### src/rtl/pipe_pkg.sv
// Shared pipeline-register definitions: default widths, the NOP encoding and
// the IF/ID payload layout. Later stage registers (ID/EX, EX/MEM) reuse it.
package pipe_pkg;

  localparam int          XLEN_DEF = 32;
  localparam logic [31:0] NOP_ENC  = 32'h0000_0013;  // addi x0,x0,0

  typedef struct packed {
    logic [XLEN_DEF-1:0] pc;
    logic [XLEN_DEF-1:0] pc_plus_4;
    logic [XLEN_DEF-1:0] instr;
  } if_id_payload;

  typedef enum logic [1:0] {
    SB_EMPTY = 2'd0,
    SB_FULL  = 2'd1,
    SB_SKID  = 2'd2
  } skid_state_e;

endpackage

### src/rtl/pipe_skid_buf.sv
// Generic valid/ready register with a one-entry skid buffer. The registered
// in_ready drops only once both the main and skid entries are occupied.
module pipe_skid_buf
  import pipe_pkg::*;
#(
  parameter int W = 96
) (
  input  logic         CLK,
  input  logic         reset,
  input  logic         clear,
  input  logic         in_valid,
  output logic         in_ready,
  input  logic [W-1:0] in_data,
  output logic         out_valid,
  input  logic         out_ready,
  output logic [W-1:0] out_data
);

  skid_state_e  state_q;
  logic         in_ready_q;
  logic [W-1:0] main_q, main_d;
  logic [W-1:0] skid_q, skid_d;
  logic         in_fire, out_fire;

  assign in_fire  = in_valid && in_ready_q;
  assign out_fire = (state_q != SB_EMPTY) && out_ready;

  always_comb begin
    main_d = main_q;
    skid_d = skid_q;
    case (state_q)
      SB_EMPTY: if (in_fire) main_d = in_data;
      SB_FULL: begin
        if (in_fire && out_fire) main_d = in_data;
        else if (in_fire)        skid_d = in_data;
      end
      SB_SKID:  if (out_fire) main_d = skid_q;
      default:  ;
    endcase
  end

  always_ff @(posedge CLK) begin
    main_q <= main_d;
    skid_q <= skid_d;
    if (reset || clear) begin
      state_q    <= SB_EMPTY;
      in_ready_q <= 1'b1;
    end else begin
      case (state_q)
        SB_EMPTY: if (in_fire) state_q <= SB_FULL;
        SB_FULL: begin
          if (in_fire && !out_fire) begin
            state_q    <= SB_SKID;
            in_ready_q <= 1'b0;
          end else if (!in_fire && out_fire) begin
            state_q <= SB_EMPTY;
          end
        end
        SB_SKID: begin
          if (out_fire) begin
            state_q    <= SB_FULL;
            in_ready_q <= 1'b1;
          end
        end
        default: begin
          state_q    <= SB_EMPTY;
          in_ready_q <= 1'b1;
        end
      endcase
    end
  end

  assign in_ready  = in_ready_q;
  assign out_valid = (state_q != SB_EMPTY);
  assign out_data  = main_q;

endmodule

### src/rtl/if_id_pipe_reg.sv
// IF/ID pipeline register: handshake (optionally skid-buffered), flush to a NOP
// bubble, and a saturating count of decode backpressure cycles.
module if_id_pipe_reg
  import pipe_pkg::*;
#(
  parameter int             XLEN      = XLEN_DEF,
  parameter logic [XLEN-1:0] NOP_INSTR = XLEN'(NOP_ENC),
  parameter bit             SKID_EN   = 1'b1,
  parameter int             CNT_W     = 16
) (
  input  logic             CLK,
  input  logic             reset,
  input  logic             in_valid,
  output logic             in_ready,
  input  logic [XLEN-1:0]  in_pc,
  input  logic [XLEN-1:0]  in_pc_plus_4,
  input  logic [XLEN-1:0]  in_instr,
  input  logic             flush,
  output logic             out_valid,
  input  logic             out_ready,
  output logic [XLEN-1:0]  out_pc,
  output logic [XLEN-1:0]  out_pc_plus_4,
  output logic [XLEN-1:0]  out_instr,
  output logic [CNT_W-1:0] stall_count
);

  localparam int PW = 3 * XLEN;

  logic [PW-1:0]    in_data, main_data;
  logic             main_valid;
  logic [CNT_W-1:0] stall_q, stall_d;

  assign in_data = {in_pc, in_pc_plus_4, in_instr};

  generate
    if (SKID_EN) begin : g_skid
      pipe_skid_buf #(.W(PW)) u_skid_buf (
        .CLK       (CLK),
        .reset     (reset),
        .clear     (flush),
        .in_valid  (in_valid),
        .in_ready  (in_ready),
        .in_data   (in_data),
        .out_valid (main_valid),
        .out_ready (out_ready),
        .out_data  (main_data)
      );
    end else begin : g_single
      logic          valid_q, valid_d;
      logic [PW-1:0] data_q, data_d;

      assign in_ready = !valid_q || out_ready;

      always_comb begin
        valid_d = valid_q;
        data_d  = data_q;
        if (in_valid && in_ready) begin
          valid_d = 1'b1;
          data_d  = in_data;
        end else if (out_ready) begin
          valid_d = 1'b0;
        end
        if (flush) valid_d = 1'b0;
      end

      always_ff @(posedge CLK) begin
        data_q <= data_d;
        if (reset) valid_q <= 1'b0;
        else       valid_q <= valid_d;
      end

      assign main_valid = valid_q;
      assign main_data  = data_q;
    end
  endgenerate

  // Masking by valid gives the reset/flush values without resetting the data path.
  assign out_valid     = main_valid;
  assign out_pc        = main_valid ? main_data[PW-1 -: XLEN]     : '0;
  assign out_pc_plus_4 = main_valid ? main_data[2*XLEN-1 -: XLEN] : '0;
  assign out_instr     = main_valid ? main_data[XLEN-1:0]         : NOP_INSTR;

  always_comb begin
    stall_d = stall_q;
    if (main_valid && !out_ready && !flush && (stall_q != {CNT_W{1'b1}}))
      stall_d = stall_q + 1'b1;
  end

  always_ff @(posedge CLK) begin
    if (reset) stall_q <= '0;
    else       stall_q <= stall_d;
  end

  assign stall_count = stall_q;

endmodule

### config.mk
export PLATFORM = sky130hd
export DESIGN_NAME = if_id_pipe_reg
export DESIGN_NICKNAME = d
export VERILOG_FILES = /design/src/rtl/pipe_pkg.sv /design/src/rtl/pipe_skid_buf.sv /design/src/rtl/if_id_pipe_reg.sv
export SDC_FILE = /design/constraint.sdc
export NUM_CORES = 1
export LEC_CHECK = 0
export ABC_CLOCK_PERIOD_IN_PS = 21000
export BUFFER_PORTS_ARGS = -buffer_cell sky130_fd_sc_hd__clkbuf_2
export CAP_MARGIN = 20
export CORE_ASPECT_RATIO = 0.8
export CORE_MARGIN = 10
export CORE_UTILIZATION = 55
export CTS_BUF_LIST = sky130_fd_sc_hd__clkbuf_8
export DETAILED_ROUTE_END_ITERATION = 16
export PLACE_DENSITY_LB_ADDON = 0.12
export SYNTH_ARGS = -nofsm -noshare
export SYNTH_HDL_FRONTEND = slang
export SYNTH_SLANG_ARGS = --single-unit
export TNS_END_PERCENT = 20
### constraint.sdc
create_clock -name CLK -period 21 [get_ports CLK]
set_input_delay 3.15 -clock CLK [delete_from_list [all_inputs] [get_ports CLK]]
set_output_delay 3.15 -clock CLK [all_outputs]
set_load 0.02 [all_outputs]
* Yosys cells after proc, flatten, opt, wreduce, memory -nomap -nowiden
Cells that the tools add are included.
Widths: inputs -> output; s select.
** Cells by class
- Multiplexer cells :: 15
- Add/subtract/negate cells :: 1
- Equality and inequality tests :: 8
- Bitwise operators :: 2
- Reduce and logical (&&, ||, !) cells :: 20
** Operators with widths (number)
- $mux 96 :: 3
- $pmux 96 s3 :: 1
- $mux 32 :: 3
- $add 16x1->16 const B :: 1
- $ne 16x16->1 const B :: 1
- $reduce_and 3->1 :: 3
- $logic_and 1x1->1 :: 8
- $mux 2 :: 4
- $ne 2x1->1 const B :: 4
- $pmux 2 s3 :: 1
- $logic_not 1->1 :: 4
- $reduce_and 4->1 :: 1
- $ne 3x1->1 const B :: 1
- $pmux 1 s3 :: 1
- $reduce_bool 3->1 :: 1
- $eq 2x1->1 const B :: 1
- $eq 2x2->1 const B :: 1
- $logic_not 2->1 :: 1
- $mux 1 :: 2
- $not 1->1 :: 2
- $reduce_bool 2->1 :: 1
- $logic_or 1x1->1 :: 1
** Word-level totals
- Register bits after elaboration :: 211
- Output and inout port bits :: 114
- Input bits :: 101

* Logic depth before layout (Yosys ltp)
Gate-level depths: netlist of the first run.
- Word-level depth :: 6
- Gate-level depth with buffers :: 7

* Hierarchy
Synthesis of the first run repeated with hierarchy kept, for this count alone.
** Second synthesis, totals
- Cells, all modules :: 532
- Area, all modules :: 8852.2 µm²
** Modules (own cells, without submodules)
- pipe_skid_buf :: area an instance 7315.8 µm², times used 1, cells each 327
- if_id_pipe_reg :: area an instance 1536.5 µm², times used 1, cells each 205

* Worst setup path before layout of the first run
Ideal clock, no wire load.
- Kind :: in2reg
- Start point :: input in_valid
- End point :: register g_skid.u_skid_buf.main_q[0], in the netlist g_skid.u_skid_buf.out_data[0], enable pin
- Setup slack :: 9.986 ns
- Cell stages on the path :: 2
- Data arrival time :: 10.321 ns
- Data required time :: 20.307 ns
- Cells stage by stage :: nand2_1 > o31ai_1
** On the way
- Word-level cells in the longest chain between the ends :: 4
- Elaborated cells on any way between the ends :: 5
- Classes of those cells :: 2 x eq/ne; 3 x reduce/logical
** Ends and longest elaborated chain
- from (decl) :: line if_id_pipe_reg.sv:13 : input logic in_valid,
- $logic_and 1x1->1 (*) :: line pipe_skid_buf.sv:25 : assign in_fire = in_valid && in_ready_q;
- $logic_and 1x1->1 :: line pipe_skid_buf.sv:34 : if (in_fire && out_fire) main_d = in_data;
- $ne 2x1->1 (no line)
- $reduce_and 4->1 (no line) (*)
- to (signal assigned) :: line pipe_skid_buf.sv:43 : main_q <= main_d;
- to (decl) :: line pipe_skid_buf.sv:21 : logic [W-1:0] main_q, main_d;
Mark *: on every way between the ends. The rest lies on a longest branch, timed or not.
A chain may end at the register's enable or synchronous reset.

* Worst setup path in the final report of the first run
- Start point :: register g_skid.u_skid_buf.state_q[1]
- End point :: output out_instr[12]
** On the way
- Word-level cells in the longest chain between the ends :: 2
** Ends and longest elaborated chain
- from (decl) :: line pipe_skid_buf.sv:19 : skid_state_e state_q;
- from (signal assigned) :: line pipe_skid_buf.sv:46 : state_q <= SB_EMPTY;
- from (signal assigned) :: line pipe_skid_buf.sv:50 : SB_EMPTY: if (in_fire) state_q <= SB_FULL;
- from (signal assigned) :: line pipe_skid_buf.sv:53 : state_q <= SB_SKID;
- $reduce_bool 2->1 :: line pipe_skid_buf.sv:74 : assign out_valid = (state_q != SB_EMPTY);
- $mux 32 :: line if_id_pipe_reg.sv:81 : assign out_instr = main_valid ? main_data[XLEN-1:0] : NOP_INSTR;
- to (decl) :: line if_id_pipe_reg.sv:23 : output logic [XLEN-1:0] out_instr,
No other way between the ends.

==> results by group, run 1 <==
Timing
  • RSZ-0062 raised after global routing: no
  • Slew margin rel.: 0.431
  • Crit share post-route: 0.274
  • Final setup TNS: 0 ns
  • Period minus WS final: 5.75 ns
  • Slew @ Worst Pin: 0.854 ns
  • Count of pins over their slew limit: 0
  • Clock Skew: 0.00894 ns
  • Final setup viols: 0
  • Peak Freq: 174 MHz
  • Final hold vios: 0

Setup path
  • Crit Path Category: register to primary output
  • Worst-path cell chain: or2_2, buf_4, and2_1, clkbuf_2
  • Reg2Reg Depth: 5
  • Crit. End Element: primary output
  • Crit Reg-Reg Endpoint: stall_count[11]
  • Crit start category: register
  • Critical R2R Launch: g_skid.u_skid_buf.state_q[1]
  • Slowest cell on crit path: or2_2
  • Crit Path Max Fanout: 53
  • Worst reg2reg setup slack: 18.21 ns
  • WP data arrival: 2.60 ns
  • Crit path buf inv count: 2
  • CP Data Required Time: 17.85 ns
  • CP peak stage delay: 0.74 ns
  • Delay-heaviest family, CP: simple AND/OR/NAND/NOR gates

Global route
  • Vias in the first global route: 5586
  • Largest net degree at the start of global routing: 54
  • First-pass GRT wire length: 30500 um
  • Total congestion overflow: 0
  • GRT Util Overall: 0.176
  • Antenna violations before repair: 1

Hold path
  • Worst Hold End: stall_count[4]
  • Hold Startpoint: stall_count[4]
  • Hold WC Path Type: register to register
  • Hold Path Stages: 2

Logic synthesis
  • Avg Cell Area, Syn: 16.3 um2
  • Yosys reg bits: 211
  • Warnings from Yosys: 0
  • Synthesized area: 8640 um2
  • Number of enable flip-flop cells after synthesis: 192
  • Async set or reset register ratio after synthesis: 0
  • Sequential area share after synthesis: 0.711
  • Synthesized net count: 631
  • Post-synth top flop: edfxtp_1
  • Post-Syn Instances: 529
  • Synth unique cells: 41

Clocking
  • Hold buffers post-CTS: 0
  • CTS root buffer: clkbuf_8
  • PostCTS Resize Cnt: 0
  • CTS tree: built
  • Clk buf depth: 3
  • Htree depth: 2
  • Number of buffers created by CTS: 35
  • Setup bufs post-CTS: 0
  • Num Clock Sinks: 211
  • Clock latency at the later pin of the worst-skew pair: 0.47 ns
  • Reg clk slew, reported paths: 0.06 ns

Finish
  • Multi-input logic area: 2380 um2
  • Post-route design area: 10500 um2
  • Antenna diodes: 0
  • Filler cells: 1119
  • Share of layout cells above drive strength 1: 0.465
  • Reg area: 6150 um2
  • Final Core Density: 0.689
  • Layout area overhead: 21.3%
  • Final nets: 863

Floorplanning
  • Top Ports: 215
  • Std cell rows: 40
  • Core Region: 15200 um2
  • Die span in y: 132 um
  • Initial Util: 0.568
  • Die ar.: 21200 um2
  • Die width: 160 um

Detailed routing
  • DRT Pass-1 Iters: 6
  • Vias per inst: 5.28
  • Total routed wirelength: 19100 um
  • Via count: 5224
  • Routed WL per cell: 19.3 um
  • DRC: 0
  • Antenna-violating nets left: 0
  • DRT iter0 DRCs: 445

Power and ir drop
  • Leak pwr: 4.09 nW
  • Peak VDD IR: 0.0000688 V
  • P per Cell Area: 79.5 nW/um2

Status
  • Status: complete, no violations

Placed design
  • Port bufs: 214
  • Area after DPL: 9910 um2
  • Gp weighted congestion: 0.832
  • Dpl hpwl: 13100 um

Job
  • Max-Cap Viols: 0
-- cell type report --
cell class | count | area share
Clock buffer | 35 | 0.0459
Clock inverter | 21 | 0.00787
Inverter | 1 | 0.000358
Multi-Input combinational cell | 290 | 0.227
Sequential cell | 211 | 0.586
Tap cell | 210 | 0.0250
Timing Repair Buffer | 222 | 0.108
-- per-layer routing --
metal  GRT usage  routed length (um)  vias to the layer above
met5           0                  20                        -
met4      0.0407                 208                        2
met3      0.0665                1710                       22
met2       0.288                9430                      198
met1       0.217                7720                     2540
li1            -                   -                     2462
-- cell usage after synthesis, types with 3 or more instances --
cell      count  share of area
edfxtp_1    192           0.67
a21oi_1      12         0.0069
clkbuf_1     12         0.0052
or3_1         3         0.0022
mux2_4        4         0.0069
nand2_1       8         0.0035
buf_2        12         0.0069
o31ai_1       8         0.0069
dfxtp_1      19          0.044
nand2b_1      4         0.0029
mux2_1       10          0.013
and2_1       96          0.069
or4_1         7         0.0061
nand3_1       5         0.0029
o21ai_1       3         0.0017
mux2_2       86           0.11
nand4_1       4         0.0029
nor2b_1       6         0.0043
nor2_1        8         0.0035
nor3_1        4         0.0023
-- report_power, final --
part / total, mW / switching (mW) / internal (mW)
Clock: 0.298 / 0.144 / 0.153
Sequential: 0.480 / 0.00340 / 0.476
Combinational: 0.0563 / 0.0334 / 0.0229
Total: 0.833 / 0.181 / 0.652
-- stage by stage --
step	setup WS [ns]	std cells	hold WS, ns	power [mW]
floorplan	9.99	529	0.508	0.522
global placement	15.80	933	0.493	0.543
detailed placement	15.69	933	0.506	0.545
CTS	15.18	989	0.514	0.845
global route	15.03	990	0.541	0.871
finish	15.25	990	0.517	0.833
-- tightest hold or removal path, cell delays in order (launching register included) --
cell and delay [ns]:
dfxtp_1 0.33, o31ai_1 0.08, a21oi_1 0.06
-- registers in the layout, summed over array words and instances (netlist names) --
signal and flops:
g_skid.u_skid_buf.state_q 2, g_skid.u_skid_buf.in_ready 1, stall_count 16, g_skid.u_skid_buf.skid_q 96
g_skid.u_skid_buf.out_data 96
-- placed cells by master (no fill, tap or decap), types with 2 or more instances in the layout --
master    synthesis  final
or3_1             3      3
nor2b_1           6      5
clkbuf_8          0     35
mux2_4            4      4
and2_1           96     96
and3_1            2      2
nor3_1            4      3
o21ai_1           3      3
dfxtp_1          19     19
mux2_1           10     10
nor4_2            2      2
edfxtp_1        192    192
nand2_1           8      8
nor2_1            8      8
inv_1             1     15
o31ai_1           8      7
clkbuf_2          0    214
nand3_1           5      5
mux2_2           86     86
a21oi_1          12     12
clkinv_1          0      6
buf_4             0      7
nand4_1           4      4
nor3_2            2      3
nand2b_1          4      4
or4_1             7      7
o21ai_0           2      2
-- worst max path at each step --
| stage | to | startpoint | cells past startpoint | slack [ns] |
|---|---|---|---|---|
| floorplan | g_skid.u_skid_buf.out_data[0] | in_valid | 2 | 9.99 |
| global placement | out_instr[18] | g_skid.u_skid_buf.state_q[1] | 4 | 15.80 |
| detailed placement | out_instr[12] | g_skid.u_skid_buf.state_q[1] | 4 | 15.69 |
| CTS | out_instr[12] | g_skid.u_skid_buf.state_q[1] | 4 | 15.18 |
| global route | out_pc_plus_4[1] | g_skid.u_skid_buf.state_q[1] | 4 | 15.03 |
| finish | out_instr[12] | g_skid.u_skid_buf.state_q[1] | 4 | 15.25 |
-- cell families (layout without fill, tap and decap cells) --
logic type / count (synthesis) / in the layout / share of synthesized area
adders and majority gates: 1 / 1 / 0.00145
AOI/OAI and AO/OA: 28 / 28 / 0.0198
buffers and inverters: 28 / 279 / 0.0169
and+or+nand+nor: 160 / 160 / 0.118
DFF: 211 / 211 / 0.711
muxes: 100 / 100 / 0.132
xor gates and xnor gates: 1 / 1 / 0.00101
Power figures use the tool's default switching activity.
==> inputs of run 2 (changes only) <==
ABC_AREA = 1   (was default)
ABC_CLOCK_PERIOD_IN_PS = 5790   (was 21000)
clock period = 5.79 ns   (was 21 ns; I/O delays follow)
==> results by group, run 2 <==
Floorplanning
  • Die width: 161 um
  • Die ar.: 21500 um2
  • Initial Util: 0.560
  • Std cell rows: 41
  • Die span in y: 133 um
  • Top Ports: 215
  • Core Region: 15700 um2

Logic synthesis
  • Post-synth top flop: edfxtp_1
  • Avg Cell Area, Syn: 10.1 um2
  • Yosys reg bits: 211
  • Synthesized area: 8790 um2
  • Top cells by count, synth: nand2_1 (343), edfxtp_1 (192), nor2_1 (120)
  • Sequential area share after synthesis: 0.700
  • Area leader, netlist: edfxtp_1
  • Post-Syn Instances: 873
  • Top-area cell type share of the netlist area: 0.656
  • Async set or reset register ratio after synthesis: 0
  • Warnings from Yosys: 0
  • Top-count cell post-synth: nand2_1
  • Synth unique cells: 24
  • Top cells by area, synth: edfxtp_1 (66%), nand2_1 (15%), nor2_1 (5.1%)
  • Synthesized net count: 975
  • Number of enable flip-flop cells after synthesis: 192

Placed design
  • Placed cell count: 1275
  • Port bufs: 214
  • Gp weighted congestion: 0.821
  • Area after DPL: 10100 um2
  • Dpl hpwl: 13300 um

Timing
  • Final setup viols: 0
  • Crit share post-route: 0.523
  • Peak Freq: 330 MHz
  • Clock Skew: 0.0138 ns
  • Final setup TNS: 0 ns
  • RSZ-0062 raised after global routing: no
  • Period minus WS final: 3.03 ns
  • Slew margin rel.: 0.293
  • Slew @ Worst Pin: 1.06 ns
  • Final hold vios: 0
  • Count of pins over their slew limit: 0

Setup path
  • Delay-heaviest family, CP: buffers and inverters
  • Crit Path Max Fanout: 97
  • Crit path buf inv count: 2
  • CP peak stage delay: 0.75 ns
  • Crit. End Element: primary output
  • Crit start category: register
  • Worst-path cell chain: nor2_4, buf_4, or2_2, clkbuf_2
  • WP data arrival: 2.16 ns
  • Slowest cell on crit path: buf_4
  • Crit Path Category: register to primary output
  • CP Data Required Time: 4.92 ns

Hold path
  • Hold WC Path Type: register to register

Global route
  • Total congestion overflow: 0
  • Largest net degree at the start of global routing: 99
  • GRT Util Overall: 0.179
  • Antenna violations before repair: 2
  • First-pass GRT wire length: 31800 um
  • Vias in the first global route: 6242

Power and ir drop
  • Leak pwr: 5.06 nW
  • P per Cell Area: 291 nW/um2
  • Tot Pwr: 3.12 mW
  • Peak VDD IR: 0.000204 V

Detailed routing
  • Antenna-violating nets left: 0
  • Vias per inst: 4.71
  • DRT iter0 DRCs: 434
  • Via count: 6286
  • Routed WL per cell: 14.8 um
  • DRC: 0
  • Total routed wirelength: 19800 um
  • DRT Pass-1 Iters: 5

Clocking
  • Clock latency at the later pin of the worst-skew pair: 0.48 ns
  • Reg clk slew, reported paths: 0.06 ns
  • CTS tree: built
  • Htree depth: 2
  • Number of buffers created by CTS: 35
  • Clk buf depth: 3
  • CTS root buffer: clkbuf_8
  • Setup bufs post-CTS: 0
  • Num Clock Sinks: 211
  • PostCTS Resize Cnt: 0
  • Hold buffers post-CTS: 0

Finish
  • Final Non-Filler Cells: 1336
  • Reg area: 6150 um2
  • Commonest cells after routing, fill and taps aside: nand2_1 (343), clkbuf_2 (214), edfxtp_1 (192), inv_1 (124), nor2_1 (120)
  • Multi-input logic area: 2120 um2
  • Final nets: 1200
  • Most common cell after layout, fill and taps aside: nand2_1
  • Post-route design area: 10700 um2
  • Share of layout cells above drive strength 1: 0.241
  • Filler cells: 1263
  • Layout area overhead: 22.0%
  • Final Core Density: 0.683

Status
  • Status: complete, no violations

Job
  • Max-Cap Viols: 0
run 2: changes by cell type in the layout (fill, tap and decap cells not counted), moves of 5 or more:
cell,change
or4_1,-7
and2_1,-96
o31ai_1,-7
mux2_2,-86
inv_1,+109
mux2_1,-10
nand2_1,+335
nor2_1,+112
nand3_1,+7
nor2b_1,-5
run 2: layer usage:
metal | vias to the layer above | part of all wire | GRT usage | wire [um]
li1 | 3217 | - | - | -
met1 | 2847 | 0.45 | 0.236 | 8870
met2 | 201 | 0.46 | 0.281 | 9100
met3 | 21 | 0.082 | 0.0617 | 1610
met4 | 0 | 0.0094 | 0.0399 | 186
met5 | - | 0 | 0 | 0
run 2: area by class of cell:
type,count,share of cell area
diodes,1,0.000233
repair buffers,221,0.109
multi-input cells,519,0.198
well taps,215,0.0251
flip-flops and latches,211,0.573
clock buffers,38,0.0488
clock inverters,21,0.00747
inverters,110,0.0386
run 2: worst paths after layout:
kind | start | end | slack (ns) | cells after the start
max | g_skid.u_skid_buf.state_q[0] | out_instr[1] | 2.76 | 4
min | g_skid.u_skid_buf.skid_q[21] | g_skid.u_skid_buf.out_data[21] | 0.51 | 2
max reg2reg | g_skid.u_skid_buf.state_q[1] | g_skid.u_skid_buf.out_data[61] | 2.81 | 6
min reg2reg | g_skid.u_skid_buf.skid_q[21] | g_skid.u_skid_buf.out_data[21] | 0.51 | 2
run 2: logic make-up (layout without fill, tap and decap cells):
group | count (synthesis) | in the layout | synth area share
buffers and inverters | 143 | 390 | 0.0627
AND/OR/NAND/NOR | 489 | 489 | 0.216
flip-flops | 211 | 211 | 0.700
adder cells (fa/ha/maj) | 1 | 1 | 0.00142
AO/OA/AOI/OAI | 23 | 23 | 0.0140
XOR/XNOR | 6 | 6 | 0.00598
other | 0 | 1 | 0
run 2: per-stage QoR:
step	worst slack (ns)	hold slack (ns)
floorplan	-0.532	0.494
global placement	2.78	0.498
detailed placement	2.72	0.502
CTS	2.72	0.516
global route	2.52	0.529
finish	2.76	0.514
run 2: worst register-to-register path, stage by stage (launching register included):
cell,delay [ns]
dfxtp_1,0.38
inv_1,0.12
nor2_4,0.11
buf_4,0.76
a21oi_1,0.18
a21oi_4,0.60
buf_12,0.44
run 2: power breakdown:
group	switching (mW)	total, mW	internal [mW]
Combinational	0.159	0.233	0.0742
Clock	0.537	1.13	0.597
Sequential	0.0170	1.76	1.74
Total	0.712	3.12	2.41
==> inputs of run 3 (changes only) <==
ABC_CLOCK_PERIOD_IN_PS = 2800   (was 5790)
clock period = 2.8 ns   (was 5.79 ns; I/O delays follow)
==> results by group, run 3 (same netlist as run 2, synthesis figures left out) <==
Hold path
  • Worst Hold End: g_skid.u_skid_buf.skid_q[18]
  • Hold Startpoint: in_instr[18]
  • Hold Path Stages: 1
  • Hold WC Path Type: primary input to register

Detailed routing
  • DRC: 0
  • Routed WL per cell: 15.0 um
  • Antenna-violating nets left: 0
  • DRT iter0 DRCs: 378
  • Vias per inst: 4.73
  • Total routed wirelength: 20100 um
  • Via count: 6328
  • DRT Pass-1 Iters: 5

Timing
  • Final setup TNS: 0 ns
  • RSZ-0062 raised after global routing: no
  • Crit share post-route: 0.875
  • Slew @ Worst Pin: 0.622 ns
  • Final hold slack: 0.113 ns
  • Final setup viols: 0
  • Count of pins over their slew limit: 0
  • Clock Skew: 0.0172 ns
  • Peak Freq: 408 MHz
  • Slew margin rel.: 0.585
  • Period minus WS final: 2.45 ns
  • Final worst slack: 0.350 ns
  • Final hold vios: 0

Global route
  • Total congestion overflow: 0
  • First-pass GRT wire length: 32200 um
  • GRT Util Overall: 0.183
  • Vias in the first global route: 6529
  • Busiest layer in global routing: met2
  • Largest net degree at the start of global routing: 99
  • Antenna violations before repair: 0
  • GRT met3 Usage: 0.0676
  • GR Util met2: 0.293
  • Grt met1 use: 0.225

Finish
  • Filler cells: 1284
  • Antenna diodes: 0
  • Most common cell after layout, fill and taps aside: nand2_1
  • Final Non-Filler Cells: 1337
  • Final Core Density: 0.685
  • Reg area: 6150 um2
  • Commonest cells after routing, fill and taps aside: nand2_1 (343), clkbuf_2 (214), edfxtp_1 (192), nor2_1 (120), inv_1 (117)
  • Share of layout cells above drive strength 1: 0.250
  • Layout area overhead: 22.4%
  • Final nets: 1201
  • Multi-input logic area: 2130 um2
  • Post-route design area: 10800 um2

Setup path
  • Reg2Reg Depth: 5
  • CP Data Required Time: 2.38 ns
  • Crit. End Element: primary output
  • Worst reg2reg setup slack: 0.79 ns
  • Critical R2R Launch: g_skid.u_skid_buf.state_q[0]
  • Crit Path Max Fanout: 58
  • WP data arrival: 2.03 ns
  • Crit start category: register
  • Crit Path Category: register to primary output
  • Crit Reg-Reg Endpoint: g_skid.u_skid_buf.out_data[78]

Floorplanning
  • Die width: 161 um
  • Core Region: 15700 um2
  • Die span in y: 133 um
  • Die ar.: 21500 um2
  • Top Ports: 215
  • Initial Util: 0.560
  • Std cell rows: 41

Placed design
  • Post-Place Setup Slack: 0.829 ns
  • Placed cell count: 1278
  • Dpl hpwl: 13300 um
  • Gp weighted congestion: 0.826
  • Port bufs: 214
  • Area after DPL: 10100 um2

Power and ir drop
  • Leak pwr: 5.05 nW
  • Tot Pwr: 6.51 mW
  • Peak VDD IR: 0.000456 V
  • P per Cell Area: 606 nW/um2

Clocking
  • CTS root buffer: clkbuf_8
  • Num Clock Sinks: 211
  • Clk buf depth: 3
  • Setup bufs post-CTS: 0
  • Clock latency at the later pin of the worst-skew pair: 0.49 ns
  • Reg clk slew, reported paths: 0.06 ns
  • PostCTS Resize Cnt: 0
  • Number of buffers created by CTS: 34
  • Hold buffers post-CTS: 0
  • CTS tree: built
  • Htree depth: 2

Status
  • Status: complete, no violations

Job
  • Max-Cap Viols: 0
## run 3: worst max-delay path: stages (launching register included)
cell and delay, ns:
dfxtp_1 0.39, nor2_4 0.13, buf_12 0.27, buf_4 0.44, nor2_1 0.10, clkbuf_2 0.18
## run 3: final cells by class
cell class	instances	share of cell area
Clock inverter	24	0.0119
Inverter	110	0.0385
Timing Repair Buffer	223	0.111
Tap cell	215	0.0250
Multi-Input combinational cell	519	0.198
Sequential cell	211	0.572
Clock buffer	35	0.0448
## run 3: power breakdown
group | total (mW) | switching [mW] | internal [mW]
Combinational | 0.485 | 0.329 | 0.156
Sequential | 3.63 | 0.0348 | 3.60
Clock | 2.40 | 1.14 | 1.26
Total | 6.51 | 1.50 | 5.01
## run 3: worst max-delay path by stage
stage / startpoint / to
finish: g_skid.u_skid_buf.state_q[0] / out_pc_plus_4[12]
global route: g_skid.u_skid_buf.state_q[0] / out_pc_plus_4[5]
CTS: g_skid.u_skid_buf.state_q[0] / out_pc_plus_4[12]
detailed placement: g_skid.u_skid_buf.state_q[0] / g_skid.u_skid_buf.out_data[93]
global placement: g_skid.u_skid_buf.state_q[0] / g_skid.u_skid_buf.out_data[88]
floorplan: g_skid.u_skid_buf.in_ready / g_skid.u_skid_buf.skid_q[0]
## run 3: layer usage
layer | share of wire | vias up
met4 | 0.024 | 0
met2 | 0.46 | 227
li1 | - | 3209
met5 | 0 | -
met1 | 0.42 | 2852
met3 | 0.091 | 40
